$ cat src/rtl/cache_control.sv
// -----------------------------------------------------------------------------
// cache_control
//
// Control FSM for a two-way set-associative, write-back, write-allocate cache.
// Hits complete in the same cycle in which they are presented. Misses first
// write back a dirty victim line if needed, then refill the victim way from
// physical memory. The request is then re-evaluated as a hit. Hit and miss
// statistic counters saturate and have a synchronous clear.
//
// Ports
//   clk, rst_n              clock, asynchronous active-low reset
//   mem_read, mem_write     CPU request (held until mem_resp; both = write)
//   hit0/1, dirty0/1        per-way tag-compare results
//   lru_out                 LRU way of the addressed set
//   pmem_resp               physical memory done (one-cycle pulse)
//   stat_clr                synchronous clear of both statistic counters
//   mem_resp                CPU request complete
//   pmem_read, pmem_write   physical memory line refill / writeback request
//   load_*0/1, dirty_val    per-way array write enables, dirty write value
//   load_lru, lru_in        LRU array write enable and value
//   datain_sel              data source: 0 = CPU merge, 1 = pmem line
//   pmem_addr_sel           pmem address: 0 = CPU tag/index, 1 = victim
//   hit_count, miss_count   statistic counters (CNT_W bits, saturating)
// -----------------------------------------------------------------------------
module cache_control #(
    parameter int unsigned CNT_W = 16
) (
    input  logic             clk,
    input  logic             rst_n,
    input  logic             mem_read,
    input  logic             mem_write,
    input  logic             hit0,
    input  logic             hit1,
    input  logic             dirty0,
    input  logic             dirty1,
    input  logic             lru_out,
    input  logic             pmem_resp,
    input  logic             stat_clr,
    output logic             mem_resp,
    output logic             pmem_read,
    output logic             pmem_write,
    output logic             load_data0,
    output logic             load_data1,
    output logic             load_tag0,
    output logic             load_tag1,
    output logic             load_valid0,
    output logic             load_valid1,
    output logic             load_dirty0,
    output logic             load_dirty1,
    output logic             dirty_val,
    output logic             load_lru,
    output logic             lru_in,
    output logic             datain_sel,
    output logic             pmem_addr_sel,
    output logic [CNT_W-1:0] hit_count,
    output logic [CNT_W-1:0] miss_count
);

    typedef enum logic [1:0] {
        StIdle,
        StWriteback,
        StAllocate
    } state_e;

    state_e           state_q, state_d;
    logic             victim_q, victim_d;
    // Set for the single IDLE cycle that re-evaluates a request after refill,
    // so that the completing hit is not counted as a first-time hit.
    logic             reeval_q, reeval_d;
    logic [CNT_W-1:0] hit_count_q, hit_count_d;
    logic [CNT_W-1:0] miss_count_q, miss_count_d;

    logic req;
    logic any_hit;
    logic victim_dirty;
    logic hit_evt;
    logic miss_evt;

    localparam logic [CNT_W-1:0] CntOne = {{(CNT_W-1){1'b0}}, 1'b1};

    assign req          = mem_read | mem_write;
    assign any_hit      = hit0 | hit1;
    assign victim_dirty = lru_out ? dirty1 : dirty0;
    assign hit_evt      = (state_q == StIdle) & req & any_hit;
    assign miss_evt     = (state_q == StIdle) & req & ~any_hit;

    // -------------------------------------------------------------------------
    // State register
    // -------------------------------------------------------------------------
    always_ff @(posedge clk or negedge rst_n) begin
        if (!rst_n) begin
            state_q      <= StIdle;
            victim_q     <= 1'b0;
            reeval_q     <= 1'b0;
            hit_count_q  <= '0;
            miss_count_q <= '0;
        end else begin
            state_q      <= state_d;
            victim_q     <= victim_d;
            reeval_q     <= reeval_d;
            hit_count_q  <= hit_count_d;
            miss_count_q <= miss_count_d;
        end
    end

    // -------------------------------------------------------------------------
    // Next-state logic
    // -------------------------------------------------------------------------
    always_comb begin
        state_d  = state_q;
        victim_d = victim_q;
        reeval_d = reeval_q;
        unique case (state_q)
            StIdle: begin
                reeval_d = 1'b0;
                if (miss_evt) begin
                    // Victim is frozen here; lru_out may change while we wait.
                    victim_d = lru_out;
                    state_d  = victim_dirty ? StWriteback : StAllocate;
                end
            end
            StWriteback: begin
                // A dropped request finishes the writeback but skips the refill.
                if (pmem_resp) begin
                    state_d = req ? StAllocate : StIdle;
                end
            end
            StAllocate: begin
                if (pmem_resp) begin
                    state_d  = StIdle;
                    reeval_d = req;
                end
            end
            default: begin
                state_d = StIdle;
            end
        endcase
    end

    // -------------------------------------------------------------------------
    // Statistic counters: clear wins over increment, both saturate.
    // -------------------------------------------------------------------------
    always_comb begin
        hit_count_d  = hit_count_q;
        miss_count_d = miss_count_q;
        if (stat_clr) begin
            hit_count_d  = '0;
            miss_count_d = '0;
        end else begin
            if (hit_evt && !reeval_q && (hit_count_q != '1)) begin
                hit_count_d = hit_count_q + CntOne;
            end
            if (miss_evt && (miss_count_q != '1)) begin
                miss_count_d = miss_count_q + CntOne;
            end
        end
    end

    assign hit_count  = hit_count_q;
    assign miss_count = miss_count_q;

    // -------------------------------------------------------------------------
    // Output decode. Everything is forced low while reset is asserted so that
    // an abandoned transaction performs no memory requests or array loads.
    // -------------------------------------------------------------------------
    always_comb begin
        mem_resp      = 1'b0;
        pmem_read     = 1'b0;
        pmem_write    = 1'b0;
        load_data0    = 1'b0;
        load_data1    = 1'b0;
        load_tag0     = 1'b0;
        load_tag1     = 1'b0;
        load_valid0   = 1'b0;
        load_valid1   = 1'b0;
        load_dirty0   = 1'b0;
        load_dirty1   = 1'b0;
        dirty_val     = 1'b0;
        load_lru      = 1'b0;
        lru_in        = 1'b0;
        datain_sel    = 1'b0;
        pmem_addr_sel = 1'b0;
        if (rst_n) begin
            unique case (state_q)
                StIdle: begin
                    if (hit_evt) begin
                        mem_resp = 1'b1;
                        load_lru = 1'b1;
                        // LRU points away from the way just used; way0 wins ties.
                        lru_in   = hit0;
                        if (mem_write) begin
                            if (hit0) begin
                                load_data0  = 1'b1;
                                load_dirty0 = 1'b1;
                            end else begin
                                load_data1  = 1'b1;
                                load_dirty1 = 1'b1;
                            end
                            dirty_val  = 1'b1;
                            datain_sel = 1'b0;
                        end
                    end
                end
                StWriteback: begin
                    pmem_write    = 1'b1;
                    pmem_addr_sel = 1'b1;
                end
                StAllocate: begin
                    pmem_read     = 1'b1;
                    pmem_addr_sel = 1'b0;
                    if (pmem_resp) begin
                        if (victim_q) begin
                            load_data1  = 1'b1;
                            load_tag1   = 1'b1;
                            load_valid1 = 1'b1;
                            load_dirty1 = 1'b1;
                        end else begin
                            load_data0  = 1'b1;
                            load_tag0   = 1'b1;
                            load_valid0 = 1'b1;
                            load_dirty0 = 1'b1;
                        end
                        dirty_val  = 1'b0;
                        datain_sel = 1'b1;
                    end
                end
                default: begin
                    mem_resp = 1'b0;
                end
            endcase
        end
    end

endmodule

$ cat config.mk
export PLATFORM = sky130hd
export DESIGN_NAME = cache_control
export DESIGN_NICKNAME = d
export VERILOG_FILES = /design/src/rtl/cache_control.sv
export SDC_FILE = /design/constraint.sdc
export NUM_CORES = 1
export LEC_CHECK = 0
export CORE_ASPECT_RATIO = 0.8
export CORE_MARGIN = 2
export CORE_UTILIZATION = 25
export CTS_CLUSTER_DIAMETER = 150
export DETAILED_ROUTE_END_ITERATION = 8
export PLACE_DENSITY_LB_ADDON = 0.1
export SKIP_LAST_GASP = 1
export SYNTH_ARGS = -nofsm -noshare
export SYNTH_HDL_FRONTEND = slang
export SYNTH_SLANG_ARGS = --single-unit
$ cat constraint.sdc
create_clock -name clk -period 2 [get_ports clk]
set_clock_uncertainty 0.1 [all_clocks]
set_input_delay 0.4 -clock clk [delete_from_list [all_inputs] [get_ports clk]]
set_output_delay 0.4 -clock clk [all_outputs]
set_load 0.02 [all_outputs]
# Word-level counts from Yosys, hierarchy flattened
# Index checks and enable logic that the tools add are counted.
# classes
eq_ne	7
n_reduce_logical	11
n_div	0
n_mul	0
n_mux	48
n_lt_le_gt_ge	0
bitwise	6
n_shift	0
addsub	2
# ops
operator	n
$mux W16	4
$mux W1	35
$add A16 B1 Y16 const B	2
$ne A16 B16 Y1 const B	2
$mux W2	5
$ne A2 B2 Y1 const B	3
$pmux W1 S2	3
$pmux W2 S3	1
$reduce_bool A2 Y1	3
$reduce_and A2 Y1	2
$and A1 B1 Y1	3
$logic_and A1 B1 Y1	3
$reduce_and A3 Y1	1
$eq A2 B1 Y1 const B	1
$eq A2 B2 Y1 const B	1
$logic_not A2 Y1	1
$or A1 B1 Y1	2
$logic_not A1 Y1	1
$not A1 Y1	1
# totals
rom_bits	0
ram_bits	0
input_bits	11
output_inout_bits	48
n_memories	0
latch_bits	0
register_bits	36
word_cells	79

# Longest topological paths before layout
# logic_depth
ltp_word	7
mapped_depth	6
mapped_depth_nobuf	6

# Least setup slack after synthesis
# OpenSTA, ideal clock, no wires.
# synth_path
kind	flip-flop to output port
start	register state_q[0]
end	output load_valid1
path_buffers	2
arrival_ns	1.534
slack_ns	-0.034
stages_incl_launch_ff	6
t_required_ns	1.500
path_cell_list	dfrtp_1 buf_2 nand2b_1 nor2_1 and2_1 buf_4
# synth_between
elab_chain_len	3
# synth_lines
element	line	rtl
from (decl)	65	state_e state_q, state_d;
from (signal assigned)	92	state_q <= StIdle;
from (signal assigned)	98	state_q <= state_d;
$eq A2 B2 Y1	n/a	
$mux W1 (2 in a row)	n/a	
to (decl)	47	output logic load_valid1,
# Every way passes these cells.

# Final worst setup path
# layout_path
start	input pmem_resp
end	output load_tag0
# layout_between
elab_chain_len	3
# layout_lines
element	line	rtl
from (decl)	37	input logic pmem_resp,
$mux W1	211	if (pmem_resp) begin
$mux W1	184	unique case (state_q)
$mux W1	183	if (rst_n) begin
to (decl)	44	output logic load_tag0,
# Every way passes these cells.

==> flow_summary.ini <==
[routing]
drc = 0
first_iter_violations = 69
avgRoutedWirePerCell_um = 14.37
wl_mm = 6.206
num_vias = 2037
viasPerCell = 4.715
ant_nets = 0
drtPass1Iterations = 4

[run]
maxCapViolations = 0

[sta]
setup_violations = 0
period_share_pct = 99.22
rsz0062_at_grt = true
finalCriticalPeriod_ns = 1.984
final_hold_viol_count = 0
worst_slack_ns = 0.01565
drv_slew = 0
max-slew-margin-rel_pct = 67.16
fmax_ghz = 0.5039
tightest_slew_ns = 0.4914

[layout]
post-route-cell-area_sq_um = 3187
drive_gt1_share_pct = 26.56
final_util_pct = 37.40
nets = 333
final_cells = 432
antenna_cells = 0
syn2layout_area_growth_pct = 44.31

[grt]
grt_first_pass_wirelength_mm = 10.42
grtUsageTotal_pct = 13.87
overflow = 0
grt_max_degree = 26
antenna_found_initial = 0
grt_pass1_vias = 2093

[placement]
hpwl_mm = 4.624
place_congestion = 0.7838
dp_slack_ns = -0.6182
dp.cells = 423
place_area_sq_um = 3060
place.port_buffers = 58

[clock_network]
clkLatencyLatePin_ns = 0.29
clock-sinks = 36
clockBufferDepth = 2
h-tree-depth = 2
clkTransAtPathRegs_ns = 0.08
root_buffer = clkbuf_8
cts_tree = yes
cts_made_buffers = 5

[setup_path]
rr_worst_depth = 7
crit_arrival_ns = 1.48
startpoint_type = input pin
critical_path_class = input pin to primary output
worstPathMaxFanout = 3
r2r_slack_ns = 0.10
worstSetupEndpointType = primary output
crit_required_ns = 1.50

[run_status]
status = finished clean

[synthesis]
ys_seq_elements = 36
synth_area_sq_um = 2208
synth_cell_types = 50
synth-edff-count = 0
ys_async_sr_fraction_pct = 100.0
yosysTopAreaCell = dfrtp_1
synth_top_area_share_pct = 40.79
synthTopCellsByArea = dfrtp_1 41%, xnor2_1 7.1%, nor2_1 5.9%
yosysMostFrequentCell = dfrtp_1
ys_seq_area_share_pct = 40.79
postSynthNetCount = 252
syn_inst = 239
syn_avg_cell_area_sq_um = 9.240
synth_common_cells = 36 x dfrtp_1, 35 x nor2_1, 18 x xnor2_1
ys_warn_count = 0
synth_ff_type = dfrtp_1

[floorplanning]
io_pins = 59
coreArea_sq_um = 8521
initial_core_util_pct = 25.92
die_w_um = 109.1
die_h_um = 88.07
dieArea_sq_um = 9606
rows = 30

[power_and_ir_drop]
powerDensity_nw_per_um2 = 520.1
p_leak_uw = 0.001282
power_uw = 1658
vdd.ir_drop.worst_mv = 0.1879

[worst_hold_path]
hp-class = input pin to asynchronous set/reset pin
[metrics by stage]
stage                     hold WS [ns]  TNS, ns
after floorplan               0.004409        0
after global placement          0.3219   -13.77
after detailed placement        0.3177   -13.97
after CTS                       0.1926  -0.2156
after global routing            0.2084  -0.3605
final                           0.1797        0
[logic make-up after synthesis]
| logic type | count (synthesis) | share of synthesized area, % |
|---|---|---|
| buffers and inverters | 19 | 4.815 |
| and+or+nand+nor | 121 | 30.59 |
| AOI/OAI and AO/OA | 36 | 12.47 |
| xor gates and xnor gates | 21 | 8.329 |
| adders and majority gates | 2 | 1.133 |
| muxes | 4 | 1.870 |
| DFF | 36 | 40.79 |
[power breakdown]
group	total, uW	internal [uW]	switching (uW)
registers	781	752	29.0
clock network	507	237	270
logic	370	172	197
total	1660	1160	496
[flip-flops by register name, summed over array words and instances, names as in the netlist]
| signal | cells |
|---|---|
| state_q | 2 |
| victim_q | 1 |
| miss_count | 16 |
| hit_count | 16 |
| reeval_q | 1 |
[metal layers]
layer | vias to the layer above | global-route usage, % | part of all wire (%)
li1 | 1013 | - | -
met1 | 980 | 20.65 | 54
met5 | - | 0 | 0
met4 | 0 | 3.613 | 0.69
met2 | 40 | 20.27 | 41
met3 | 4 | 2.902 | 4.3
[final timing paths]
path                             from       endpoint
max in group asynchronous       rst_n  hit_count[11]
min reg2reg                  reeval_q       reeval_q
max reg2reg                state_q[0]  hit_count[13]
min                             rst_n       reeval_q
max                         pmem_resp      load_tag0
min in group clk             reeval_q       reeval_q
[worst max-delay path: stages]
cell and delay (ns):
clkdlybuf4s50_1 0.51, nand2_1 0.11, buf_4 0.15, nor3_2 0.15
buf_4 0.18
[final cells by class]
class                   instances  area [sq um]
fillers                       910          5334
repair buffers                 89         757.0
inverters                       4         15.01
clock buffers                   6         72.57
clock inverters                 1         5.005
well taps                     112         140.1
flip-flops and latches         36         902.1
multi-input cells             184          1295
[what timing repair did]
action,in CTS,in global routing
pin swaps,3,4
setup buffers,0,1
setup endpoints to repair,25,27
hold endpoints to repair,6,0
hold buffers,1,0
gates resized for setup,64,25
[placed cells by master, fill, tap and decap left out, drive strengths merged, types with 2 or more instances in the layout]
cell type      synthesis  layout
a211oi                 5       5
dlygate4sd2            0       4
and3                   7       7
and2                   6       6
a21oi                 10      10
nor4b                  2       2
or3                    5       5
or2                    2       2
ha                     2       2
o211ai                 4       4
buf                   12      44
nor3                   9       9
and4                   6       6
mux2i                  3       3
nand2                 17      17
xnor2                 18      18
xor2                   3       3
inv                    4       4
nand4                 10      10
a31oi                  3       3
nand3                 10      10
nor2b                  2       2
clkbuf                 3       8
o21ai                  6       6
nor2                  36      36
nor4                   5       5
clkdlybuf4s50          0      38
dfrtp                 36      36
No activity file was read; power rests on OpenSTA's default activity.
